### config.mk
export PLATFORM = sky130hd
export DESIGN_NAME = ex_issue_stage_flat
export DESIGN_NICKNAME = d
export VERILOG_FILES = /design/src/rtl/ex_issue_stage_if.sv /design/src/rtl/ex_issue_stage.sv /design/src/flat_wrapper.sv
export SDC_FILE = /design/constraint.sdc
export NUM_CORES = 1
export LEC_CHECK = 0
export ABC_AREA = 0
export CORE_AREA = 5 5 267 269
export DETAILED_ROUTE_END_ITERATION = 8
export DIE_AREA = 0 0 272 274
export GPL_ROUTABILITY_DRIVEN = 0
export GPL_TIMING_DRIVEN = 0
export PLACE_DENSITY = 0.46
export SLEW_MARGIN = 15
export SYNTH_ARGS = -nofsm -noshare
export SYNTH_HDL_FRONTEND = slang
export SYNTH_SLANG_ARGS = --single-unit
export TNS_END_PERCENT = 10
### constraint.sdc
create_clock -name clk -period 9.65 [get_ports clk]
set_input_delay 1.4475 -clock clk [delete_from_list [all_inputs] [get_ports clk]]
set_output_delay 1.4475 -clock clk [all_outputs]
set_load 0.02 [all_outputs]
### src/rtl/ex_issue_stage_if.sv
// Execute-stage operand interface: decoded ID fields and forwarding sources in,
// registered EX operands/controls and the load-use stall out.
interface ex_issue_stage_if #(
  parameter int unsigned DATA_W = 64,
  parameter int unsigned REG_W  = 5
);
  logic [REG_W-1:0]  IDRegA;
  logic [REG_W-1:0]  IDRegB;
  logic              IDUsesA;
  logic              IDUsesB;
  logic [DATA_W-1:0] IDDataA;
  logic [DATA_W-1:0] IDDataB;
  logic [REG_W-1:0]  IDRd;
  logic              IDRegWrite;
  logic              IDMemRead;
  logic              IDMemWrite;
  logic              IDFlagWrite;
  logic [1:0]        IDALUSrc;
  logic [2:0]        IDALUOp;
  logic [DATA_W-1:0] IDImm12Ext;
  logic [DATA_W-1:0] IDImm9Ext;
  logic              Flush;
  logic [DATA_W-1:0] EXALUOut;
  logic [DATA_W-1:0] MEMResult;
  logic [REG_W-1:0]  MEMRd;
  logic              MEMRegWrite;

  logic [DATA_W-1:0] EXDataA;
  logic [DATA_W-1:0] EXDataB;
  logic [DATA_W-1:0] EXImm12Ext;
  logic [DATA_W-1:0] EXImm9Ext;
  logic [1:0]        EXALUSrc;
  logic [2:0]        EXALUOp;
  logic              EXFlagWrite;
  logic              EXRegWrite;
  logic              EXMemRead;
  logic              EXMemWrite;
  logic [REG_W-1:0]  EXRd;
  logic              Stall;

  modport slave (
    input  IDRegA, IDRegB, IDUsesA, IDUsesB, IDDataA, IDDataB, IDRd,
           IDRegWrite, IDMemRead, IDMemWrite, IDFlagWrite, IDALUSrc, IDALUOp,
           IDImm12Ext, IDImm9Ext, Flush, EXALUOut, MEMResult, MEMRd, MEMRegWrite,
    output EXDataA, EXDataB, EXImm12Ext, EXImm9Ext, EXALUSrc, EXALUOp,
           EXFlagWrite, EXRegWrite, EXMemRead, EXMemWrite, EXRd, Stall
  );

  modport master (
    output IDRegA, IDRegB, IDUsesA, IDUsesB, IDDataA, IDDataB, IDRd,
           IDRegWrite, IDMemRead, IDMemWrite, IDFlagWrite, IDALUSrc, IDALUOp,
           IDImm12Ext, IDImm9Ext, Flush, EXALUOut, MEMResult, MEMRd, MEMRegWrite,
    input  EXDataA, EXDataB, EXImm12Ext, EXImm9Ext, EXALUSrc, EXALUOp,
           EXFlagWrite, EXRegWrite, EXMemRead, EXMemWrite, EXRd, Stall
  );
endinterface

### src/rtl/ex_issue_stage.sv
// ID/EX pipeline register with EX/MEM operand forwarding and a one-cycle
// load-use stall; flushed or stalled slots issue as bubbles targeting XZR.
module ex_issue_stage #(
  parameter int unsigned DATA_W   = 64,
  parameter int unsigned REG_W    = 5,
  parameter int unsigned ZERO_REG = 31
) (
  input  logic             clk,
  input  logic             reset,
  ex_issue_stage_if.slave  bus
);
  localparam logic [REG_W-1:0] LP_ZERO = REG_W'(ZERO_REG);

  typedef enum logic {S_ISSUE, S_STALLED} state_t;

  state_t            r_state;
  logic              w_load_use;
  logic              w_stall;
  logic [DATA_W-1:0] w_fwd_a;
  logic [DATA_W-1:0] w_fwd_b;

  // Load in EX whose destination is read by the ID instruction.
  always_comb begin
    w_load_use = 1'b0;
    w_stall    = 1'b0;
    if (bus.EXMemRead && (bus.EXRd != LP_ZERO)) begin
      w_load_use = (bus.IDUsesA && (bus.IDRegA == bus.EXRd)) ||
                   (bus.IDUsesB && (bus.IDRegB == bus.EXRd));
    end
    w_stall = w_load_use && !bus.Flush && (r_state == S_ISSUE);
  end

  // EX result beats MEM result; XZR always keeps the regfile value.
  always_comb begin
    w_fwd_a = bus.IDDataA;
    if (bus.IDRegA != LP_ZERO) begin
      if (bus.EXRegWrite && !bus.EXMemRead && (bus.EXRd == bus.IDRegA)) begin
        w_fwd_a = bus.EXALUOut;
      end else if (bus.MEMRegWrite && (bus.MEMRd == bus.IDRegA)) begin
        w_fwd_a = bus.MEMResult;
      end
    end
  end

  always_comb begin
    w_fwd_b = bus.IDDataB;
    if (bus.IDRegB != LP_ZERO) begin
      if (bus.EXRegWrite && !bus.EXMemRead && (bus.EXRd == bus.IDRegB)) begin
        w_fwd_b = bus.EXALUOut;
      end else if (bus.MEMRegWrite && (bus.MEMRd == bus.IDRegB)) begin
        w_fwd_b = bus.MEMResult;
      end
    end
  end

  assign bus.Stall = w_stall;

  always_ff @(posedge clk or posedge reset) begin
    if (reset) begin
      r_state         <= S_ISSUE;
      bus.EXDataA     <= '0;
      bus.EXDataB     <= '0;
      bus.EXImm12Ext  <= '0;
      bus.EXImm9Ext   <= '0;
      bus.EXALUSrc    <= '0;
      bus.EXALUOp     <= '0;
      bus.EXFlagWrite <= 1'b0;
      bus.EXRegWrite  <= 1'b0;
      bus.EXMemRead   <= 1'b0;
      bus.EXMemWrite  <= 1'b0;
      bus.EXRd        <= '0;
    end else if (bus.Flush || w_stall) begin
      // Bubble; a stall holds the ID instruction for exactly one cycle.
      r_state         <= bus.Flush ? S_ISSUE : S_STALLED;
      bus.EXDataA     <= '0;
      bus.EXDataB     <= '0;
      bus.EXImm12Ext  <= '0;
      bus.EXImm9Ext   <= '0;
      bus.EXALUSrc    <= '0;
      bus.EXALUOp     <= '0;
      bus.EXFlagWrite <= 1'b0;
      bus.EXRegWrite  <= 1'b0;
      bus.EXMemRead   <= 1'b0;
      bus.EXMemWrite  <= 1'b0;
      bus.EXRd        <= LP_ZERO;
    end else begin
      r_state         <= S_ISSUE;
      bus.EXDataA     <= w_fwd_a;
      bus.EXDataB     <= w_fwd_b;
      bus.EXImm12Ext  <= bus.IDImm12Ext;
      bus.EXImm9Ext   <= bus.IDImm9Ext;
      bus.EXALUSrc    <= bus.IDALUSrc;
      bus.EXALUOp     <= bus.IDALUOp;
      bus.EXFlagWrite <= bus.IDFlagWrite;
      bus.EXRegWrite  <= bus.IDRegWrite;
      bus.EXMemRead   <= bus.IDMemRead;
      bus.EXMemWrite  <= bus.IDMemWrite;
      bus.EXRd        <= bus.IDRd;
    end
  end
endmodule
### src/flat_wrapper.sv
// flat-port wrapper written by rule: the top's interface ports become plain ports
module ex_issue_stage_flat 
#(
  parameter int unsigned DATA_W   = 64,
  parameter int unsigned REG_W    = 5,
  parameter int unsigned ZERO_REG = 31
)
  (clk, reset, bus_IDRegA, bus_IDRegB, bus_IDUsesA, bus_IDUsesB, bus_IDDataA, bus_IDDataB, bus_IDRd, bus_IDRegWrite, bus_IDMemRead, bus_IDMemWrite, bus_IDFlagWrite, bus_IDALUSrc, bus_IDALUOp, bus_IDImm12Ext, bus_IDImm9Ext, bus_Flush, bus_EXALUOut, bus_MEMResult, bus_MEMRd, bus_MEMRegWrite, bus_EXDataA, bus_EXDataB, bus_EXImm12Ext, bus_EXImm9Ext, bus_EXALUSrc, bus_EXALUOp, bus_EXFlagWrite, bus_EXRegWrite, bus_EXMemRead, bus_EXMemWrite, bus_EXRd, bus_Stall);
  ex_issue_stage_if #(.DATA_W(DATA_W), .REG_W(REG_W)) bus_i ();
  input  logic clk;
  input  logic reset;
  input wire logic [$bits(bus_i.IDRegA)-1:0] bus_IDRegA;
  input wire logic [$bits(bus_i.IDRegB)-1:0] bus_IDRegB;
  input wire logic [$bits(bus_i.IDUsesA)-1:0] bus_IDUsesA;
  input wire logic [$bits(bus_i.IDUsesB)-1:0] bus_IDUsesB;
  input wire logic [$bits(bus_i.IDDataA)-1:0] bus_IDDataA;
  input wire logic [$bits(bus_i.IDDataB)-1:0] bus_IDDataB;
  input wire logic [$bits(bus_i.IDRd)-1:0] bus_IDRd;
  input wire logic [$bits(bus_i.IDRegWrite)-1:0] bus_IDRegWrite;
  input wire logic [$bits(bus_i.IDMemRead)-1:0] bus_IDMemRead;
  input wire logic [$bits(bus_i.IDMemWrite)-1:0] bus_IDMemWrite;
  input wire logic [$bits(bus_i.IDFlagWrite)-1:0] bus_IDFlagWrite;
  input wire logic [$bits(bus_i.IDALUSrc)-1:0] bus_IDALUSrc;
  input wire logic [$bits(bus_i.IDALUOp)-1:0] bus_IDALUOp;
  input wire logic [$bits(bus_i.IDImm12Ext)-1:0] bus_IDImm12Ext;
  input wire logic [$bits(bus_i.IDImm9Ext)-1:0] bus_IDImm9Ext;
  input wire logic [$bits(bus_i.Flush)-1:0] bus_Flush;
  input wire logic [$bits(bus_i.EXALUOut)-1:0] bus_EXALUOut;
  input wire logic [$bits(bus_i.MEMResult)-1:0] bus_MEMResult;
  input wire logic [$bits(bus_i.MEMRd)-1:0] bus_MEMRd;
  input wire logic [$bits(bus_i.MEMRegWrite)-1:0] bus_MEMRegWrite;
  output wire logic [$bits(bus_i.EXDataA)-1:0] bus_EXDataA;
  output wire logic [$bits(bus_i.EXDataB)-1:0] bus_EXDataB;
  output wire logic [$bits(bus_i.EXImm12Ext)-1:0] bus_EXImm12Ext;
  output wire logic [$bits(bus_i.EXImm9Ext)-1:0] bus_EXImm9Ext;
  output wire logic [$bits(bus_i.EXALUSrc)-1:0] bus_EXALUSrc;
  output wire logic [$bits(bus_i.EXALUOp)-1:0] bus_EXALUOp;
  output wire logic [$bits(bus_i.EXFlagWrite)-1:0] bus_EXFlagWrite;
  output wire logic [$bits(bus_i.EXRegWrite)-1:0] bus_EXRegWrite;
  output wire logic [$bits(bus_i.EXMemRead)-1:0] bus_EXMemRead;
  output wire logic [$bits(bus_i.EXMemWrite)-1:0] bus_EXMemWrite;
  output wire logic [$bits(bus_i.EXRd)-1:0] bus_EXRd;
  output wire logic [$bits(bus_i.Stall)-1:0] bus_Stall;
  assign bus_i.IDRegA = bus_IDRegA;
  assign bus_i.IDRegB = bus_IDRegB;
  assign bus_i.IDUsesA = bus_IDUsesA;
  assign bus_i.IDUsesB = bus_IDUsesB;
  assign bus_i.IDDataA = bus_IDDataA;
  assign bus_i.IDDataB = bus_IDDataB;
  assign bus_i.IDRd = bus_IDRd;
  assign bus_i.IDRegWrite = bus_IDRegWrite;
  assign bus_i.IDMemRead = bus_IDMemRead;
  assign bus_i.IDMemWrite = bus_IDMemWrite;
  assign bus_i.IDFlagWrite = bus_IDFlagWrite;
  assign bus_i.IDALUSrc = bus_IDALUSrc;
  assign bus_i.IDALUOp = bus_IDALUOp;
  assign bus_i.IDImm12Ext = bus_IDImm12Ext;
  assign bus_i.IDImm9Ext = bus_IDImm9Ext;
  assign bus_i.Flush = bus_Flush;
  assign bus_i.EXALUOut = bus_EXALUOut;
  assign bus_i.MEMResult = bus_MEMResult;
  assign bus_i.MEMRd = bus_MEMRd;
  assign bus_i.MEMRegWrite = bus_MEMRegWrite;
  assign bus_EXDataA = bus_i.EXDataA;
  assign bus_EXDataB = bus_i.EXDataB;
  assign bus_EXImm12Ext = bus_i.EXImm12Ext;
  assign bus_EXImm9Ext = bus_i.EXImm9Ext;
  assign bus_EXALUSrc = bus_i.EXALUSrc;
  assign bus_EXALUOp = bus_i.EXALUOp;
  assign bus_EXFlagWrite = bus_i.EXFlagWrite;
  assign bus_EXRegWrite = bus_i.EXRegWrite;
  assign bus_EXMemRead = bus_i.EXMemRead;
  assign bus_EXMemWrite = bus_i.EXMemWrite;
  assign bus_EXRd = bus_i.EXRd;
  assign bus_Stall = bus_i.Stall;
  ex_issue_stage #(.DATA_W(DATA_W), .REG_W(REG_W), .ZERO_REG(ZERO_REG)) u_core (.clk(clk), .reset(reset), .bus(bus_i));
endmodule
==> results.md <==
- Relative slew slack: 24.0%
- IO buf count: 689
- Leakage: 10.1 nW
- Syn_area_per_cell: 12.1 um2
- Post-synthesis mux area share: 9.74%
- GRT Total Usage: 17.7%
- Hold WS: 0.628 ns
- Slowest stage delay, CP: 0.66 ns
- Max clock buf depth: 3
- Most frequent cells in the layout: clkdlybuf4s50_1 (689), dfrtp_1 (271), and2_1 (137), nand4b_1 (129)
- First-pass GRT wire length: 96,400 um
- DR iter-0 viols: 635
- Synth cell types: 30
- Pwr/cell area: 149 mW/mm2
- Ranking of synthesized cells by area: dfrtp_1 (52%), a221oi_2 (9.8%), mux2i_1 (9.7%)
- Remaining antenna violation count after routing: 0
- Die ar.: 0.0745 mm2
- Syn nets: 1,506
- Detailed Route WL: 69,500 um
- Cell Area, Placed: 0.0212 mm2
- CP startpoint kind: input port
- Most common cell after layout, fill and taps aside: clkdlybuf4s50_1
- Pre-CTS setup slack: 4.71 ns
- Peak Freq: 0.203 GHz
- Synth area leader: dfrtp_1
- IO Pins: 690
- Hold crit path type: flip-flop to flip-flop
- Total power: 3.37 mW
- CP most frequent cell: clkdlybuf4s50_1
- Slowest-stage cell, CP: clkdlybuf4s50_1
- Die Ht: 274 um
- Post_cts resized: 0
- Post-Synth Adder-Cell Area: 0%
- Max-slew violations: 0
- Vias/cell: 4.35
- Top cell type's share of synthesized area: 51.6%
- Seq/Total Area, Yosys: 51.6%
- Worst endpoint required time: 8.20 ns
- Gr ovfl total: 0
- Status: finished, final reports clean
- Cells after synthesis: 1,087
- Core area: 0.0683 mm2
- Root Buffer: clkbuf_16
- Final worst slack: 4.73 ns
- Hold-fix buffers, CTS: 0
- Std-Cell Rows: 96
- CTS clock-pin slew for the worst setup and hold paths: 0.05 ns
- Post-synthesis compound-gate area fraction: 13.1%
- Logic gate share of total power: 19.5%
- Final #Nets: 2,236
- NetSw: 915 uW
- Fin area: 0.0226 mm2
- Largest net degree at the start of global routing: 101
- WP data arrival: 3.47 ns
- CTS tree: done
- Post-route DRC: 0
- Fin crit share: 51.0%
- P&R area growth vs syn: 71.6%
- Worst Setup End Kind: output port
- Setup violations, final: 0
- DRT Pass-1 Iters: 5
- CTS buffer count: 37
- Pint: 2.46 mW
- Final min period: 4.92 ns
- Slew @ Worst Pin: 1.14 ns
- Ys Warns: 0
- Clock power frac: 44.3%
- Multi-input logic area: 0.00532 mm2
- Switching portion of total power: 27.1%
- Crit-path cells: clkdlybuf4s50_1 > xnor2_1 > nand4_1 > o22ai_2 > and4_1 > clkdlybuf4s50_1
- Simple-Gate Fraction of Synth Area: 16.3%
- Worst vdd ir: 0.109 mV
- Layout cells sized above 1: 11.1%
- Postcts setup bufs: 0
- Post-Syn Area: 0.0132 mm2
- Worst reg2reg setup slack: 7.16 ns
- Critical setup path kind: input port to output port
- Effective utilization at floorplan: 19.2%
- Non-filler cells in the finished layout: 2,736
- CP Max Fanout: 4
- Worst-skew pair later-pin latency: 0.56 ns
- Sequential cell area: 0.00678 mm2
- Sequential Power Share: 36.2%
- Vias: 11,900
- Fillers: 6,907
- Final Hold Vio Count: 0
- Max-cap violation count: 0
- Clock Skews: 0.0235 ns
- RSZ-0062 raised after global routing: no
- DP HPWL: 56,000 um
- Post-synthesis register bit count: 271
- Inst Count DP: 2,660
- Drt wl/cell: 25.4 um
- Chip width: 272 um
- Main combinational cell family by area after synthesis: simple AND/OR/NAND/NOR gates
- Vias in the first global route: 13,200
- CTS sink cnt: 271
- H-Tree Depth: 2
- Synth Area in XOR/XNOR: 1.33%
- Initial antenna violation count: 22
## layout make-up
cell class	count	share of cell area [%]
flip-flops and latches	271	30.0
clock inverters	16	1.15
repair buffers	691	30.8
multi-input cells	575	23.5
clock buffers	50	4.77
diodes	10	0.111
plain buffers	112	2.54
well taps	882	4.89
inverters	129	2.18
## through the flow
stage	setup TNS (ns)	util [%]
after floorplan	0	-
after global placement	-941.98	31.0
after detailed placement	0	31.0
after CTS	0	33.0
after global routing	0	33.0
final	0	33.0
## cell usage after synthesis
master and n:
nor3_1 2, nand3_1 6, inv_1 129, nand4_1 1, a221oi_2 86, o21ai_2 1, dfrtp_1 271, buf_4 9
a41oi_2 1, buf_2 29, and2_1 137, nand2b_1 5, o22ai_2 1, mux2i_1 128, buf_6 10, clkbuf_4 2
and3_1 4, nand4b_1 129, a41o_1 1, nor2_1 4, xor2_1 10, or2_1 1, nand2_1 2, clkbuf_1 61
and4_1 2, nor2b_1 1, xnor2_1 10, a21bo_1 1, a221oi_1 42, buf_1 1
## path summary, 6_finish.rpt
check	depth (start not counted)	endpoint	start
setup / recovery	6	bus_Stall	bus_IDRegA[0]
setup reg to reg	7	u_core.bus.EXDataA[10]	u_core.bus.EXRd[0]
max in group asynchronous	3	u_core.bus.EXDataA[8]	reset
hold reg to reg	2	u_core.r_state	u_core.r_state
hold / removal	2	u_core.r_state	u_core.r_state
min in group asynchronous	2	u_core.bus.EXImm9Ext[27]	reset
## kinds of logic (layout without fill, tap and decap cells)
kind of cell           after synthesis  count (layout)
multiplexers                       128             128
AO/OA/AOI/OAI                      133             133
other                                0              10
buffers and inverters              241             998
XOR/XNOR                            20              20
flip-flops                         271             271
AND/OR/NAND/NOR                    294             294
## sequential cells by signal (all words and copies together), names as in the netlist
name	cells
u_core.bus.EXALUOp	3
u_core.bus.EXALUSrc	2
u_core.bus.EXDataA	64
u_core.bus.EXDataB	64
u_core.bus.EXFlagWrite	1
u_core.bus.EXImm12Ext	64
u_core.bus.EXImm9Ext	64
u_core.bus.EXMemRead	1
u_core.bus.EXMemWrite	1
u_core.bus.EXRd	5
u_core.bus.EXRegWrite	1
u_core.r_state	1
## power by group through the flow
stage | combinational [mW] | sequential (mW) | clock (mW)
5_1_grt | 0.698 | 1.23 | 1.59
3_3_place_gp | 0.661 | 1.24 | 0
3_5_place_dp | 0.663 | 1.24 | 0
2_1_floorplan | 0.170 | 1.32 | 0
6_report | 0.657 | 1.22 | 1.50
4_1_cts | 0.667 | 1.22 | 1.55
## critical path, delay by kind of cell
family	cells	cell delay, ns
xor gates and xnor gates	1	0.14
and+or+nand+nor	2	0.40
buffers and inverters	2	1.22
AOI/OAI and AO/OA	1	0.25
## metal layers
metal  global-route usage [%]  part of all wire (%)  up-vias
met3                     7.85                    10       96
met4                     4.34                   2.4       16
met5                        0                  0.15        -
li1                         -                     -     5356
met1                     19.2                    37     5864
met2                     31.8                    50      556
No activity file was read; power rests on OpenSTA's default activity.
==> edit: new RTL, config.mk and constraints unchanged <==
`REG_W` is set to 5 in 3 places; all go to 6.
--- a/src/rtl/ex_issue_stage_if.sv
+++ b/src/rtl/ex_issue_stage_if.sv
@@ -2,7 +2,7 @@
 // registered EX operands/controls and the load-use stall out.
 interface ex_issue_stage_if #(
   parameter int unsigned DATA_W = 64,
-  parameter int unsigned REG_W  = 5
+  parameter int unsigned REG_W  = 6
 );
   logic [REG_W-1:0]  IDRegA;
   logic [REG_W-1:0]  IDRegB;
--- a/src/rtl/ex_issue_stage.sv
+++ b/src/rtl/ex_issue_stage.sv
@@ -2,7 +2,7 @@
 // load-use stall; flushed or stalled slots issue as bubbles targeting XZR.
 module ex_issue_stage #(
   parameter int unsigned DATA_W   = 64,
-  parameter int unsigned REG_W    = 5,
+  parameter int unsigned REG_W    = 6,
   parameter int unsigned ZERO_REG = 31
 ) (
   input  logic             clk,
--- a/src/flat_wrapper.sv
+++ b/src/flat_wrapper.sv
@@ -2,7 +2,7 @@
 module ex_issue_stage_flat 
 #(
   parameter int unsigned DATA_W   = 64,
-  parameter int unsigned REG_W    = 5,
+  parameter int unsigned REG_W    = 6,
   parameter int unsigned ZERO_REG = 31
 )
   (clk, reset, bus_IDRegA, bus_IDRegB, bus_IDUsesA, bus_IDUsesB, bus_IDDataA, bus_IDDataB, bus_IDRd, bus_IDRegWrite, bus_IDMemRead, bus_IDMemWrite, bus_IDFlagWrite, bus_IDALUSrc, bus_IDALUOp, bus_IDImm12Ext, bus_IDImm9Ext, bus_Flush, bus_EXALUOut, bus_MEMResult, bus_MEMRd, bus_MEMRegWrite, bus_EXDataA, bus_EXDataB, bus_EXImm12Ext, bus_EXImm9Ext, bus_EXALUSrc, bus_EXALUOp, bus_EXFlagWrite, bus_EXRegWrite, bus_EXMemRead, bus_EXMemWrite, bus_EXRd, bus_Stall);
Ports: changed (5 resized); port bits go from 690 to 695. The function was not compared with the original's and may differ.
==> edit against the unedited design <==
  * Clock power is 11% lower
  * Cell area is 6.6% lower
  * Global-route usage is 1.0 points lower
  * Area after synthesis is 11% lower
  * Worst setup slack worse by 0.48 ns
  * Sequential power hardly changed
  * Sequential cell count is 1 higher
  * Routed wire length is 6.4% lower
  * Total power is 6.7% lower
  * Critical path type unchanged
  * Largest cell class unchanged
  * Highest routed layer unchanged
==> edit: results (changes against the unedited design) <==
.. list-table::
   :header-rows: 1

   * - Metric
     - Value
   * - Worst IR Drop VDD
     - 0.0000872 V (was 0.000109 V)
   * - Top cells by area in the synthesized netlist
     - sky130_fd_sc_hd__dfrtp_1, sky130_fd_sc_hd__a211oi_1, sky130_fd_sc_hd__nor2_1 (was sky130_fd_sc_hd__dfrtp_1, sky130_fd_sc_hd__a221oi_2, sky130_fd_sc_hd__mux2i_1)
   * - R2r startpoint
     - u_core.bus.EXRd[4]$_DFF_PP0_ (was u_core.bus.EXRd[0]$_DFF_PP0_)
   * - Met3 Usage GRT
     - 0.0435 (was 0.0785)
   * - Clock latency reported for the late side of the worst-skew pair
     - 0.53 ns (was 0.56 ns)
   * - Vias in the first global route
     - 12,612 (was 13,207)
   * - Flop2flop setup slack
     - 6.56 ns (was 7.16 ns)
   * - Mapped Nets
     - 1,577 (was 1,506)
   * - Half-perimeter wire length after detailed placement
     - 52.3 mm (was 56.0 mm)
   * - Number of buffers created by CTS
     - 36 (was 37)
   * - Sequential-to-total area share from yosys stat
     - 0.580 (was 0.516)
   * - Total vias in the final route
     - 11,841 (was 11,888)
   * - Port buffer count
     - 694 (was 689)
   * - Number of antenna violations at the first check in global routing
     - 6 (was 22)
   * - Leak pwr
     - 8.43 nW (was 10.1 nW)
   * - Total cell area at the placement stage
     - 19,900 um2 (was 21,200 um2)
   * - Total Routed Length
     - 65.0 mm (was 69.5 mm)
   * - Distinct cell type count of the synthesized netlist
     - 28 (was 30)
   * - Count of TritonRoute iterations in the first routing pass
     - 7 (was 5)
   * - NumNets Final
     - 2,315 (was 2,236)
   * - Synth top cells by count
     - sky130_fd_sc_hd__dfrtp_1, sky130_fd_sc_hd__nor2_1, sky130_fd_sc_hd__nand3_1, sky130_fd_sc_hd__a211oi_1, sky130_fd_sc_hd__o21ai_0 (was sky130_fd_sc_hd__dfrtp_1, sky130_fd_sc_hd__and2_1, sky130_fd_sc_hd__inv_1, sky130_fd_sc_hd__nand4b_1, sky130_fd_sc_hd__mux2i_1)
   * - Met1 usage in global routing
     - 0.198 (was 0.192)
   * - CP max stage delay
     - 0.68 ns (was 0.66 ns)
   * - Crit Reg-Reg Endpoint
     - u_core.bus.EXDataA[1]$_DFF_PP0_ (was u_core.bus.EXDataA[10]$_DFF_PP0_)
   * - Result of the run
     - completed (unchanged)
   * - Global-route wire length before repair
     - 92.3 mm (was 96.4 mm)
   * - # fillers
     - 7,057 (was 6,907)
   * - Layout cells sized above 1
     - 0.0892 (was 0.111)
-- edit: logic make-up after synthesis --
group / Yosys count / share of synthesized area
buf+inv: 108 / 0.0425
flops: 272 / 0.580
compound gates: 259 / 0.139
xor+xnor: 24 / 0.0179
simple gates: 491 / 0.221
-- edit: worst min-delay path: cells and delay by family (launching register included) --
kind	cells	cell delay, ns
compound gates	1	0.15
flops	1	0.32
simple gates	1	0.05
-- edit: worst max path at each step --
stage / start / cells past startpoint / endpoint
after CTS: bus_IDRegB[0] / 7 / bus_Stall
final: bus_IDRegB[0] / 7 / bus_Stall
after floorplan: reset / 1 / u_core.bus.EXALUOp[0]$_DFF_PP0_
after detailed placement: bus_IDRegB[0] / 7 / bus_Stall
after global placement: reset / 2 / u_core.bus.EXDataA[43]$_DFF_PP0_
after global routing: bus_IDRegA[3] / 7 / bus_Stall
-- edit: layer usage --
metal / wire, um / up-vias
met5: 24 / -
met4: 1170 / 4
li1: - / 5446
met2: 33500 / 492
met3: 4590 / 70
met1: 25700 / 5829
-- edit: cell type report --
cell class / instances / area share
inverter: 3 / 0.000890
multi-input combinational: 774 / 0.211
tap: 882 / 0.0523
timing repair buffer: 700 / 0.334
buffer: 105 / 0.0234
clock inverter: 10 / 0.00439
clock buffer: 54 / 0.0512
antenna: 1 / 0.000119
sequential: 272 / 0.323
-- edit: through the flow --
| stage | power (W) | hold slack, ns | instances |
|---|---|---|---|
| after floorplan | 0.00145 | 0.503 | 1154 |
| after global placement | 0.00184 | 0.549 | 2730 |
| after detailed placement | 0.00184 | 0.549 | 2736 |
| after CTS | 0.00321 | 0.558 | 2800 |
| after global routing | 0.00329 | 0.605 | 2800 |
| final | 0.00315 | 0.561 | 2801 |
-- edit: power breakdown --
| part | internal (W) | switching, W | total [W] |
|---|---|---|---|
| Clock | 0.000799 | 0.000535 | 0.00133 |
| Combinational | 0.000320 | 0.000272 | 0.000592 |
| Sequential | 0.00120 | 0.0000202 | 0.00122 |
| Total | 0.00232 | 0.000827 | 0.00315 |
